## src/rtl/lap_stopwatch.sv

```systemverilog
// lap_stopwatch -- run/pause/clear stopwatch with 1 ms prescaler, lap capture
// and sticky overflow. Optional countdown mode is compiled in with the
// COUNTDOWN_EN macro. Without it the up-counting stopwatch is complete:
// dir/load inputs are ignored, done is tied low, and there is no DONE state.
//
// Parameters
//   CLK_PER_MS  clk cycles per 1 ms tick (>=1)
//   MIN_W       width of minute fields
//   MIN_MAX     minute modulus (minutes count 0..MIN_MAX-1)
//
// Ports
//   clk_i, reset_i            clock, synchronous active-high reset
//   start_i / stop_i / clr_i  level controls (clr > stop > start)
//   lap_i                     snapshot current time into lap_*_o
//   dir_i, load_i             count direction / preset strobe (countdown only)
//   load_sec_i, load_min_i    preset value (countdown only)
//   milisec_o, sec_o, min_o   current time
//   lap_milisec_o/sec_o/min_o captured time
//   running_o                 registered (state == RUN)
//   ovf_o                     sticky up-count wrap flag
//   done_o                    countdown reached zero (level while in DONE)
module lap_stopwatch #(
  parameter int CLK_PER_MS = 1,
  parameter int MIN_W      = 6,
  parameter int MIN_MAX    = 60
) (
  input  logic             clk_i,
  input  logic             reset_i,
  input  logic             start_i,
  input  logic             stop_i,
  input  logic             clr_i,
  input  logic             lap_i,
  input  logic             dir_i,
  input  logic             load_i,
  input  logic [5:0]       load_sec_i,
  input  logic [MIN_W-1:0] load_min_i,
  output logic [9:0]       milisec_o,
  output logic [5:0]       sec_o,
  output logic [MIN_W-1:0] min_o,
  output logic [9:0]       lap_milisec_o,
  output logic [5:0]       lap_sec_o,
  output logic [MIN_W-1:0] lap_min_o,
  output logic             running_o,
  output logic             ovf_o,
  output logic             done_o
);

  localparam int PW = (CLK_PER_MS > 1) ? $clog2(CLK_PER_MS) : 1;
  localparam logic [PW-1:0]    PRESC_LAST = PW'(CLK_PER_MS - 1);
  localparam logic [MIN_W-1:0] MIN_LAST   = MIN_W'(MIN_MAX - 1);

  typedef enum logic [1:0] {S_IDLE, S_RUN, S_PAUSE, S_DONE} state_t;

  state_t           state_q, state_d;
  logic             running_q, running_d;
  logic             done_q, done_d;
  logic [PW-1:0]    presc_q, presc_d;
  logic [9:0]       ms_q, ms_d, lap_ms_q, lap_ms_d;
  logic [5:0]       sec_q, sec_d, lap_sec_q, lap_sec_d;
  logic [MIN_W-1:0] min_q, min_d, lap_min_q, lap_min_d;
  logic             ovf_q, ovf_d;

  logic tick;
  logic time_zero;
  logic count_dn;   // this tick decrements instead of incrementing
  logic load_acc;   // preset accepted this cycle (never while running)

  assign tick      = (state_q == S_RUN) && (presc_q == PRESC_LAST);
  assign time_zero = (ms_q == 10'd0) && (sec_q == 6'd0) && (min_q == '0);

`ifdef COUNTDOWN_EN
  assign count_dn = dir_i;
  assign load_acc = load_i && (state_q != S_RUN);
`else
  assign count_dn = 1'b0;
  assign load_acc = 1'b0;
  logic unused_cd;
  assign unused_cd = ^{dir_i, load_i, load_sec_i, load_min_i};
`endif

  // ---------------------------------------------------------------- FSM
  always_ff @(posedge clk_i) begin
    if (reset_i) state_q <= S_IDLE;
    else         state_q <= state_d;
  end

  always_comb begin
    state_d = state_q;
    if (clr_i) begin
      state_d = S_IDLE;
    end else begin
      unique case (state_q)
        S_RUN: begin
          if (stop_i)                     state_d = S_PAUSE;
          else if (count_dn && time_zero) state_d = S_DONE;
        end
        S_IDLE, S_PAUSE: begin
          // stop beats start, so a simultaneous start&stop stays put
          if (load_acc)              state_d = S_PAUSE;
          else if (start_i && !stop_i) state_d = S_RUN;
        end
        S_DONE: begin
          // start is deliberately ignored here; only load or clr leave DONE
          if (load_acc) state_d = S_PAUSE;
        end
        default: state_d = S_IDLE;
      endcase
    end
  end

  // Status outputs are registered from the next state so they line up with state_q.
  always_comb begin
    running_d = (state_d == S_RUN);
`ifdef COUNTDOWN_EN
    done_d    = (state_d == S_DONE);
`else
    done_d    = 1'b0;
`endif
  end

  always_ff @(posedge clk_i) begin
    if (reset_i) begin
      running_q <= 1'b0;
      done_q    <= 1'b0;
    end else begin
      running_q <= running_d;
      done_q    <= done_d;
    end
  end

  // ---------------------------------------------------------- datapath
  always_comb begin
    presc_d   = presc_q;
    ms_d      = ms_q;
    sec_d     = sec_q;
    min_d     = min_q;
    ovf_d     = ovf_q;
    lap_ms_d  = lap_ms_q;
    lap_sec_d = lap_sec_q;
    lap_min_d = lap_min_q;
    if (clr_i) begin
      presc_d   = '0;
      ms_d      = '0;
      sec_d     = '0;
      min_d     = '0;
      ovf_d     = 1'b0;
      lap_ms_d  = '0;
      lap_sec_d = '0;
      lap_min_d = '0;
    end else begin
      // prescaler advances only in RUN and holds otherwise
      if (state_q == S_RUN) presc_d = tick ? '0 : presc_q + PW'(1);

      // lap sees the registered (pre-tick) time
      if (lap_i) begin
        lap_ms_d  = ms_q;
        lap_sec_d = sec_q;
        lap_min_d = min_q;
      end

      if (load_acc) begin
        min_d = load_min_i;
        sec_d = load_sec_i;
        ms_d  = '0;
      end else if (tick && count_dn) begin
        // at zero the count holds; the FSM moves to DONE instead
        if (!time_zero) begin
          if (ms_q != 10'd0) begin
            ms_d = ms_q - 10'd1;
          end else begin
            ms_d = 10'd999;
            if (sec_q != 6'd0) begin
              sec_d = sec_q - 6'd1;
            end else begin
              sec_d = 6'd59;
              min_d = min_q - MIN_W'(1);
            end
          end
        end
      end else if (tick) begin
        if (ms_q != 10'd999) begin
          ms_d = ms_q + 10'd1;
        end else begin
          ms_d = '0;
          if (sec_q != 6'd59) begin
            sec_d = sec_q + 6'd1;
          end else begin
            sec_d = '0;
            if (min_q != MIN_LAST) begin
              min_d = min_q + MIN_W'(1);
            end else begin
              min_d = '0;
              ovf_d = 1'b1;
            end
          end
        end
      end
    end
  end

  always_ff @(posedge clk_i) begin
    if (reset_i) begin
      presc_q   <= '0;
      ms_q      <= '0;
      sec_q     <= '0;
      min_q     <= '0;
      ovf_q     <= 1'b0;
      lap_ms_q  <= '0;
      lap_sec_q <= '0;
      lap_min_q <= '0;
    end else begin
      presc_q   <= presc_d;
      ms_q      <= ms_d;
      sec_q     <= sec_d;
      min_q     <= min_d;
      ovf_q     <= ovf_d;
      lap_ms_q  <= lap_ms_d;
      lap_sec_q <= lap_sec_d;
      lap_min_q <= lap_min_d;
    end
  end

  assign milisec_o     = ms_q;
  assign sec_o         = sec_q;
  assign min_o         = min_q;
  assign lap_milisec_o = lap_ms_q;
  assign lap_sec_o     = lap_sec_q;
  assign lap_min_o     = lap_min_q;
  assign running_o     = running_q;
  assign ovf_o         = ovf_q;
  assign done_o        = done_q;

endmodule
```

## config.mk

```make
export PLATFORM = sky130hd
export DESIGN_NAME = lap_stopwatch
export DESIGN_NICKNAME = d
export VERILOG_FILES = /design/src/rtl/lap_stopwatch.sv
export SDC_FILE = /design/constraint.sdc
export NUM_CORES = 1
export LEC_CHECK = 0
export CELL_PAD_IN_SITES_DETAIL_PLACEMENT = 0
export CELL_PAD_IN_SITES_GLOBAL_PLACEMENT = 1
export CORE_MARGIN = 2
export CORE_UTILIZATION = 37
export CTS_CLUSTER_DIAMETER = 40
export CTS_CLUSTER_SIZE = 28
export DETAILED_ROUTE_END_ITERATION = 8
export DONT_BUFFER_PORTS = 1
export PLACE_DENSITY_LB_ADDON = 0.05
export SYNTH_ARGS = -nofsm -noshare
export SYNTH_HDL_FRONTEND = slang
export SYNTH_SLANG_ARGS = --single-unit
```

## constraint.sdc

```tcl
create_clock -name clk_i -period 2.1 [get_ports clk_i]
set_input_delay 0.315 -clock clk_i [delete_from_list [all_inputs] [get_ports clk_i]]
set_output_delay 0.315 -clock clk_i [all_outputs]
set_load 0.1 [all_outputs]
```

==> reports/metrics.cfg <==
[clock_tree]
count_of_instances_resized_after_the_clock_tree_is_built = 0
worst_skew_pair.late_latency_ns = 0.30
h_tree_depth = 2
cts_hold_buffers_added = 0
clockRootBuffer = clkbuf_8
cts_tree = done
clkSinkCount = 49
cts_inserted_buffers = 5
clk_pin_slew_worst_paths_ns = 0.08
clk_path_buf_depth = 2
cts_post_setup_buffers_inserted = 0

[drt]
antenna_left = 0
drt_drc_violations_left = 0
vias_per_cell = 5.11
drt_first_iter_violations = 127
routedWlPerCell_um = 14.2
vias = 1691
drt_wl_total_mm = 4.70
detailedRoute.firstPassIterationCount = 4

[synthesis]
synth_top_flop_cell = dfxtp_1
fraction_of_registers_with_async_set_or_reset_after_synthesis_pct = 0
synth.cell_area_sq_um = 2040
synth.yosys.seq_area_share_pct = 48.2
synth.yosys.warnings = 0
synth_cells = 215
post_synth_num_cell_types = 40
yosys_register_bits = 49
synthesis.area_per_instance_sq_um = 9.47
synth.net_count = 238
post_synth_edffs = 0

[final_layout]
finalCoreUtilization_pct = 46.9
antenna_cells = 0
postLayoutCellArea_sq_um = 2530
syn_to_final_growth_pct = 24.4
finalNetCount = 281
drive_above_1_share_pct = 29.0

[floorplanning]
core.rowCount = 27
initial_utilization_pct = 37.7
die_h_um = 78.2
fp.coreArea_sq_um = 5410
die-width_um = 78.2
die-area_sq_um = 6110
boundaryPins = 67

[global_routing]
grt_use_met1_pct = 18.1
busiest_layer = met2
antenna_found_initial = 0
wire_length_of_the_first_global_routing_pass_mm = 7.89
maximum_number_of_pins_on_one_net_before_global_route_repair = 33
globalRoute.totalOverflow = 0
grt_util_met3_pct = 4.37
groute.usage.overall_pct = 16.0
grt_pass1_vias = 1653
gr-usage-met2_pct = 29.0

[critical_path]
critical_path.slowest_cell = or4b_1
cp_slowest_stage_delay_ns = 0.64
critical_path.endpoint_type = flip-flop
worstPathMaxFanout = 6
startpoint_type = flip-flop
path_class = reg2reg
cp_data_required_time_ns = 2.26
critical_path_arrival_ns = 2.05
critical_path.cell_chain = ha_1, inv_1, or4b_1, o21ai_1, a21oi_1

[timing]
fin_tns_setup_ns = 0
setup_repair_after_global_routing_missed_its_margin = false
maxSlewViolCount = 0
fmaxAchievable_mhz = 529
worst_slew_pin_slew_ns = 0.623
period_share_pct = 90.1
final_hold_viol_count = 0
final.hold.worst_slack_ns = 0.0943
fin_skew_ns = 0.00971
final-setup-viol-count = 0
timing.max_slew.rel_slack_pct = 58.5
final_period_minus_worst_setup_slack_ns = 1.89

[placed_design]
gpl.final_weighted_congestion = 0.780
dp_hpwl_mm = 3.41
post_dp_cell_area_sq_um = 2450
place.port_buffers = 0

[worst_hold_path]
hold_path_class = in2reg

[job]
cap_violations = 0

[status]
outcome = complete, no violations

[power]
cellLeakagePower_nw = 1.04
power-per-cell-area_nw_per_um2 = 599
max-vdd-ir-drop_uv = 236

[sequential cells by signal (all words and copies together) (netlist names)]
name           count
lap_milisec_o     10
lap_min_o          6
ovf_o              1
min_o              6
milisec_o         10
lap_sec_o          6
sec_o              6
presc_q            1
state_q            2
running_o          1
[worst paths after layout]
| check | end | slack (ns) | startpoint | cells after the start |
|---|---|---|---|---|
| setup reg to reg | sec_o[2] | 0.21 | sec_o[0] | 5 |
| hold / removal | running_o | 0.09 | stop_i | 1 |
| hold reg to reg | min_o[0] | 0.49 | min_o[0] | 1 |
| setup / recovery | sec_o[2] | 0.21 | sec_o[0] | 5 |
[placed cells by master, fill, tap and decap left out, types with 2 or more instances in the layout]
master	count
dfxtp_2	17
xnor2_1	2
o21ai_0	7
nor3_1	3
and4bb_1	2
dfxtp_1	32
nor3b_1	2
mux2i_1	23
clkinv_2	2
inv_1	4
nand2b_1	2
nand2_1	11
and2_1	2
nand4_1	3
or4_1	3
buf_4	48
a31oi_1	2
nor2_1	35
xor2_1	6
and4_1	2
a21oi_1	10
or3_1	4
and3_1	3
nand3_1	6
ha_1	3
clkbuf_8	5
o211ai_1	2
o31ai_1	4
[cell families (layout without fill, tap and decap cells)]
logic type | Yosys count | count (layout) | share of synthesized area (%)
AOI/OAI and AO/OA | 33 | 33 | 10.4
xor gates and xnor gates | 8 | 8 | 3.44
adders and majority gates | 3 | 3 | 1.84
buffers and inverters | 16 | 60 | 3.56
DFF | 49 | 49 | 48.2
muxes | 23 | 23 | 11.3
other | 1 | 1 | 0.184
and+or+nand+nor | 82 | 82 | 21.1
[through the flow]
step | worst slack, ns | cells | total power, mW
final | 0.209 | 331 | 1.52
after global placement | 0.316 | 323 | 1.00
after floorplan | -0.0199 | 215 | 1.01
after global routing | 0.0901 | 331 | 1.58
after CTS | 0.208 | 331 | 1.54
after detailed placement | 0.252 | 323 | 1.00
[layout make-up]
type                       count  area (sq um)
fill                         529          2870
multi-input combinational    150           983
tap                           72          90.1
inverter                       4          15.0
timing repair buffer          48           360
clock inverter                 2          10.0
clock buffer                   6          72.6
sequential                    49          1000
[synthesized netlist by cell type, drive strengths merged, types with 2 or more instances]
library cell	n	area, sq um
nand2b	2	12.5
ha	3	37.5
o21ai	8	40.0
nand3	6	30.0
and3	3	18.8
buf	6	35.0
or3	4	25.0
nor2	35	131
and4	2	17.5
nand4	4	31.3
mux2i	23	230
and2	2	12.5
a31oi	2	12.5
o31ai	4	30.0
inv	4	15.0
o211ai	2	15.0
nor3b	2	15.0
nand2	11	41.3
a21oi	10	50.1
xor2	6	52.6
dfxtp	49	981
xnor2	2	17.5
clkbuf	6	22.5
nor3	3	15.0
or4	3	22.5
and4bb	2	25.0
[worst max-delay path: cells and delay by family, from the launching register on]
| family | cells | cell delay (ns) |
|---|---|---|
| AND/OR/NAND/NOR | 1 | 0.64 |
| AO/OA/AOI/OAI | 2 | 0.54 |
| flip-flops | 1 | 0.33 |
| adder cells (fa/ha/maj) | 1 | 0.14 |
| buffers and inverters | 1 | 0.09 |
[layer usage]
| layer | wire, um | up-vias | share of wire [%] |
|---|---|---|---|
| met5 | 0 | - | 0 |
| met4 | 61 | 0 | 1.3 |
| met3 | 261 | 6 | 5.6 |
| met2 | 2360 | 50 | 50 |
| met1 | 2010 | 789 | 43 |
| li1 | - | 846 | - |
[where the power goes]
| group | internal [mW] | leakage [nW] | total, mW | switching (mW) |
|---|---|---|---|---|
| combinational | 0.0135 | 0.593 | 0.0483 | 0.0348 |
| sequential | 0.930 | 0.403 | 0.931 | 0.00126 |
| clock | 0.232 | 0.0450 | 0.538 | 0.306 |
| total | 1.17 | 1.04 | 1.52 | 0.342 |
Power figures use the tool's default switching activity.
